`config.mk`:
```
export PLATFORM = sky130hd
export DESIGN_NAME = stream_unpacker
export DESIGN_NICKNAME = d
export VERILOG_FILES = /design/src/rtl/stream_pkg.sv /design/src/rtl/keep_to_count.sv /design/src/rtl/stream_unpacker.sv
export SDC_FILE = /design/constraint.sdc
export NUM_CORES = 1
export LEC_CHECK = 0
export ABC_AREA = 1
export CORE_ASPECT_RATIO = 1.5
export CORE_MARGIN = 2
export CORE_UTILIZATION = 25
export CTS_BUF_LIST = sky130_fd_sc_hd__clkbuf_8 sky130_fd_sc_hd__clkbuf_16
export DETAILED_ROUTE_END_ITERATION = 12
export GPL_TIMING_DRIVEN = 1
export PLACE_DENSITY = 0.46
export SYNTH_ARGS = -nofsm -noshare
export SYNTH_HDL_FRONTEND = slang
export SYNTH_SLANG_ARGS = --single-unit
```
`constraint.sdc`:
```
create_clock -name clk -period 3.5 [get_ports clk]
set_input_delay 0.7 -clock clk [delete_from_list [all_inputs] [get_ports clk]]
set_output_delay 0.7 -clock clk [all_outputs]
set_load 0.005 [all_outputs]
```
`src/rtl/stream_pkg.sv`:
```
`default_nettype none
// ============================================================================
// Module   : stream_pkg
// Purpose  : Shared helpers for the packed-stream width converters: count
//            width sizing and conversions between low-contiguous keep masks
//            and byte counts.
// Revision : 1.0 - initial release
// ============================================================================
package stream_pkg;

    // Widest keep mask the helpers handle (64 bytes = 512-bit stream).
    localparam int c_keep_max = 64;

    // Container for keep <-> count conversions; narrower keeps are
    // zero-extended into it.
    typedef logic [c_keep_max-1:0] keep_mask_t;

    // Bits needed to hold a byte count in the range 0..cap.
    function automatic int cnt_width(input int cap);
        return $clog2(cap + 1);
    endfunction

    // Byte count of a low-contiguous keep: index of the highest set bit + 1.
    function automatic int keep_to_bytes(input keep_mask_t keep);
        int n;
        n = 0;
        for (int i = 0; i < c_keep_max; i++) begin
            if (keep[i]) begin
                n = i + 1;
            end
        end
        return n;
    endfunction

    // Low-contiguous keep with the bottom n bits set.
    function automatic keep_mask_t bytes_to_keep(input int n);
        keep_mask_t m;
        m = '0;
        for (int i = 0; i < c_keep_max; i++) begin
            if (i < n) begin
                m[i] = 1'b1;
            end
        end
        return m;
    endfunction

endpackage
`default_nettype wire

```
`src/rtl/keep_to_count.sv`:
```
`default_nettype none
// ============================================================================
// Module   : keep_to_count
// Purpose  : Combinational byte count of a low-contiguous keep mask.
// Ports    : i_keep  [W-1:0]  keep mask, bit 0 = byte 0
//            o_count [CW-1:0] number of kept bytes
// Revision : 1.0 - initial release
// ============================================================================
module keep_to_count
    import stream_pkg::*;
#(
    parameter int W  = 8,
    parameter int CW = 4
) (
    input  logic [W-1:0]  i_keep,
    output logic [CW-1:0] o_count
);

    assign o_count = CW'(keep_to_bytes(keep_mask_t'(i_keep)));

endmodule
`default_nettype wire

```
`src/rtl/stream_unpacker.sv`:
```
`default_nettype none
// ============================================================================
// Module   : stream_unpacker
// Purpose  : Re-slices densely packed IN_BYTES-wide AXI-stream words into
//            OUT_BYTES-wide records. A residue buffer holds bytes not yet
//            emitted; on tlast the remaining bytes are flushed as a partial
//            tail record with a reduced keep.
// Ports    : clk, rst_n (async, active low)
//            s_axis_* : packed input stream (tdata/tkeep/tlast/tvalid/tready)
//            m_axis_* : record output stream (tdata/tkeep/tlast/tvalid/tready)
//            pause    : blocks new input words while high; buffered records
//                       keep draining
//            rec_count, pkt_count : record / packet counters (optional)
// Options  : UNPACKER_STATS_EN - adds the rec_count/pkt_count ports.
// Revision : 1.0 - initial release
// ============================================================================
module stream_unpacker
    import stream_pkg::*;
#(
    parameter int IN_BYTES  = 8,
    parameter int OUT_BYTES = 3,
    // Derived sizes; leave at their defaults.
    parameter int CAP       = IN_BYTES + OUT_BYTES - 1,
    parameter int CW        = cnt_width(CAP)
) (
    input  logic                   clk,
    input  logic                   rst_n,
    input  logic [8*IN_BYTES-1:0]  s_axis_tdata,
    input  logic [IN_BYTES-1:0]    s_axis_tkeep,
    input  logic                   s_axis_tlast,
    input  logic                   s_axis_tvalid,
    output logic                   s_axis_tready,
    output logic [8*OUT_BYTES-1:0] m_axis_tdata,
    output logic [OUT_BYTES-1:0]   m_axis_tkeep,
    output logic                   m_axis_tlast,
    output logic                   m_axis_tvalid,
    input  logic                   m_axis_tready,
    input  logic                   pause
`ifdef UNPACKER_STATS_EN
    ,
    output logic [31:0]            rec_count,
    output logic [31:0]            pkt_count
`endif
);

    localparam int            c_bw      = 8 * CAP;
    localparam logic [CW-1:0] c_in_cnt  = CW'(IN_BYTES);
    localparam logic [CW-1:0] c_out_cnt = CW'(OUT_BYTES);

    logic [c_bw-1:0] r_buf;
    logic [CW-1:0]   r_count;
    logic            r_draining;
    logic            r_ready_en;

    logic            w_s_fire;
    logic            w_m_fire;
    logic            w_tail;
    logic [CW-1:0]   w_keep_cnt;
    logic [CW-1:0]   w_add_cnt;
    logic [c_bw-1:0] w_ins;
    logic [c_bw-1:0] w_ins_mask;
    logic [IN_BYTES:0] w_keep_ext;
    logic            w_keep_legal;

    // Intake only when the buffer cannot yet form a record. This keeps
    // loads and shifts in different cycles and bounds the residue to
    // OUT_BYTES-1 + IN_BYTES = CAP bytes.
    assign s_axis_tready = r_ready_en && !pause && !r_draining && (r_count < c_out_cnt);
    assign m_axis_tvalid = (r_count >= c_out_cnt) || (r_draining && (r_count != '0));
    assign w_tail        = r_draining && (r_count <= c_out_cnt);
    assign w_s_fire      = s_axis_tvalid && s_axis_tready;
    assign w_m_fire      = m_axis_tvalid && m_axis_tready;
    assign m_axis_tdata  = r_buf[8*OUT_BYTES-1:0];

    // Keep/last are gated by valid so they read zero while idle or in reset.
    always_comb begin
        m_axis_tkeep = '0;
        m_axis_tlast = 1'b0;
        if (m_axis_tvalid) begin
            if (w_tail) begin
                m_axis_tkeep = OUT_BYTES'(bytes_to_keep(int'(r_count)));
                m_axis_tlast = 1'b1;
            end else begin
                m_axis_tkeep = '1;
            end
        end
    end

    keep_to_count #(
        .W  (IN_BYTES),
        .CW (CW)
    ) u_keep_cnt (
        .i_keep  (s_axis_tkeep),
        .o_count (w_keep_cnt)
    );

    assign w_add_cnt = s_axis_tlast ? w_keep_cnt : c_in_cnt;

    // Incoming word lands just above the bytes already held.
    assign w_ins      = c_bw'(s_axis_tdata) << {r_count, 3'b000};
    assign w_ins_mask = c_bw'({(8*IN_BYTES){1'b1}}) << {r_count, 3'b000};

    always_ff @(posedge clk or negedge rst_n) begin
        if (!rst_n) begin
            r_count    <= '0;
            r_draining <= 1'b0;
            r_ready_en <= 1'b0;
        end else begin
            r_ready_en <= 1'b1;
            if (w_s_fire) begin
                r_count <= r_count + w_add_cnt;
                if (s_axis_tlast) begin
                    r_draining <= 1'b1;
                end
            end else if (w_m_fire) begin
                if (w_tail) begin
                    r_count    <= '0;
                    r_draining <= 1'b0;
                end else begin
                    r_count <= r_count - c_out_cnt;
                end
            end
        end
    end

    // Buffer contents are don't-care after reset; only r_count qualifies them.
    always_ff @(posedge clk) begin
        if (w_s_fire) begin
            r_buf <= (r_buf & ~w_ins_mask) | w_ins;
        end else if (w_m_fire) begin
            r_buf <= r_buf >> (8 * OUT_BYTES);
        end
    end

    // A tlast keep must be nonzero and of the form 0..01..1.
    assign w_keep_ext   = {1'b0, s_axis_tkeep};
    assign w_keep_legal = (s_axis_tkeep != '0) &&
                          ((w_keep_ext & (w_keep_ext + 1'b1)) == '0);

    always_ff @(posedge clk) begin
        if (rst_n && w_s_fire && s_axis_tlast) begin
            assert (w_keep_legal);
        end
    end

`ifdef UNPACKER_STATS_EN
    logic [31:0] r_rec_count;
    logic [31:0] r_pkt_count;

    always_ff @(posedge clk or negedge rst_n) begin
        if (!rst_n) begin
            r_rec_count <= '0;
            r_pkt_count <= '0;
        end else if (w_m_fire) begin
            r_rec_count <= r_rec_count + 32'd1;
            if (m_axis_tlast) begin
                r_pkt_count <= r_pkt_count + 32'd1;
            end
        end
    end

    assign rec_count = r_rec_count;
    assign pkt_count = r_pkt_count;
`endif

endmodule
`default_nettype wire

```
==> flow_metrics.py <==
metrics = {
    "sta": {
        "hold_viol": 0,
        "rsz0062_at_grt": "false",
        "min_period_over_period_pct": 88.75,
        "setup_tns_ps": 0,
        "fin_skew_ps": 7.032,
        "maxSlewViolCount": 0,
        "relSlewSlack_pct": 41.43,
        "period_needed_ps": 3106,
        "setup_viol": 0,
        "worstMarginPinSlew_ps": 875.3,
        "fmax_mhz": 321.9,
    },
    "logic_synthesis": {
        "ys_ff_latch": 86,
        "synth-edff-count": 80,
        "synth.area.top_cells": "edfxtp_1, nand2_1, nand3_1",
        "synthArstFlopShare_pct": 6.977,
        "yosysTopAreaCell": "edfxtp_1",
        "synth.avg_cell_area_um2": 6.758,
        "syn-cell-area_um2": 6555,
        "ys_seq_area_share_pct": 38.94,
        "synth_fp_nets": 1057,
        "syn_inst": 970,
        "yosysWarningCount": 0,
        "synth_top_area_share_pct": 36.65,
        "synth_ff_type": "edfxtp_1",
        "ys_types": 31,
    },
    "grt": {
        "grt_max_degree": 85,
        "grt_antenna_before_repair": 1,
        "grt_util_all_layers_pct": 16.92,
        "grt_overflow": 0,
        "grt_pass1_vias": 6167,
        "grt_pass1_wl_um": 35430,
    },
    "clocking": {
        "cts_setup_buffers": 0,
        "cts_buffers": 9,
        "cts_tree": "done",
        "clock_path_buffers": 2,
        "clock_latency_ps": 350,
        "clock_sinks": 86,
        "h-tree-depth": 3,
        "hold_buffers": 0,
        "cts-resized-gates": 0,
        "ctsRootBufferMaster": "clkbuf_16",
        "path_clk_slew_ps": 70,
    },
    "routing": {
        "antenna_left": 0,
        "finalWirelength_um": 22800,
        "wl_per_cell_um": 16.69,
        "viasPerCell": 4.675,
        "drc": 0,
        "vias": 6386,
        "first_pass_iters": 5,
        "first_iter_violations": 490,
    },
    "critical_path": {
        "r2r_cells": 5,
        "r2r_start": "r_count[2]$_DFFE_PN0P_",
        "reg2reg_to": "r_buf[16]$_DFFE_PP_",
        "critPathMaxFanout": 14,
        "arrival_ps": 2410,
        "crit_start": "r_count[2]$_DFFE_PN0P_",
        "critPathKind": "reg2out",
        "crit_end": "m_axis_tlast",
        "end_kind": "output port",
        "regToRegSetupSlack_ps": 1120,
        "startpoint_type": "flop",
        "critical_path_required_ps": 2800,
    },
    "hold_path": {
        "hp-class": "reg2reg",
        "min_path_cells": 2,
        "min_from": "r_buf[28]$_DFFE_PP_",
    },
    "cells_and_area": {
        "syn_to_final_growth_pct": 22.94,
        "diodes": 0,
        "layout.cells.most_common": "nand2_1",
        "nNetsFinal": 1115,
        "postLayoutCoreUtil_pct": 31.28,
        "drive_above_1_share_pct": 4.937,
        "final_cell_mix": "nand2_1, nand3_1, clkdlybuf4s50_1",
        "fillCellCount": 2907,
    },
    "floorplan": {
        "die_x_um": 136.2,
        "die_area_um2": 27560,
        "core_area_um2": 25760,
        "core.rowCount": 72,
        "ios": 108,
        "die_y_um": 202.3,
        "initial_utilization_pct": 25.44,
    },
    "power_and_ir_drop": {
        "leakagePower_nw": 3.451,
        "p_per_area_nw_per_um2": 286.5,
        "peakVddDrop_mv": 0.2130,
    },
    "job": {
        "cap_viol_max_count": 0,
    },
    "placed_design": {
        "port_buffers": 107,
        "place_congestion": 0.8449,
        "hpwl_um": 17050,
    },
    "run_status": {
        "status": "finished, final reports clean",
    },
}
[critical path, cell delays in order (launching register included)]
cell,delay (ps)
dfrtp_1,640
nor2_8,320
inv_1,90
nor2_1,350
nand2_1,100
inv_1,60
clkdlybuf4s50_1,500
[power by group]
part,internal [mW],leakage (nW),switching (mW)
Sequential,1.11,0.612,0.000184
Clock,0.556,0.146,0.431
Combinational,0.110,2.69,0.106
[worst min-delay path by stage]
| stage | end | slack, ps |
|---|---|---|
| after detailed placement | r_buf[4]$_DFFE_PP_ | 510 |
| final | r_buf[4]$_DFFE_PP_ | 520 |
| after CTS | r_buf[6]$_DFFE_PP_ | 520 |
| after floorplan | r_count[0]$_DFFE_PN0P_ | 400 |
| after global routing | r_buf[12]$_DFFE_PP_ | 550 |
| after global placement | r_buf[4]$_DFFE_PP_ | 500 |
[through the flow]
step	hold slack [ps]	power (mW)	cells	area, µm²	worst slack, ps
floorplan	404.4	1.206	970	6558	451.1
global placement	501.7	1.345	1350	7760	770.7
detailed placement	505.4	1.344	1350	7760	722.4
CTS	519.9	2.334	1366	8059	346.8
global route	546.9	2.393	1366	8059	261.8
finish	518.9	2.309	1366	8059	393.6
[cells in the mapped netlist (all sizes together), types with 8 or more instances]
| cell type | instances |
|---|---|
| nand2 | 368 |
| nand3 | 120 |
| nor2 | 89 |
| o211ai | 9 |
| inv | 86 |
| o21ai | 79 |
| buf | 60 |
| edfxtp | 80 |
| a21oi | 26 |
| o31ai | 8 |
| clkbuf | 18 |
| ha | 8 |
[flip-flops by register name (all words and copies together) (netlist names)]
name	cells
r_buf	80
r_count	4
r_draining	1
r_ready_en	1
[routing by layer]
layer  wire length (µm)  vias to the layer above  GRT usage (%)
met2              10850                      192          27.53
li1                   -                     3242              -
met3               1004                       30          1.906
met5                  0                        -              0
met4                631                        0          6.585
met1              10320                     2922          22.80
[area by class of cell]
cell class / count / area [µm²] / area share, %
Tap cell: 333 / 416.7 / 5.170
Clock buffer: 9 / 225.2 / 2.795
Multi-Input combinational cell: 720 / 3236 / 40.15
Clock inverter: 7 / 73.82 / 0.9160
Timing Repair Buffer: 125 / 1231 / 15.28
Sequential cell: 86 / 2554 / 31.69
Inverter: 86 / 322.8 / 4.006
[kinds of logic after synthesis]
family,synth area share (%)
compound gates,10.94
buf+inv,11.82
fa+ha+maj,1.832
flops,38.94
other cells,0.05721
xor+xnor,0.1336
simple gates,36.29
(Power assumes the default switching activity.)
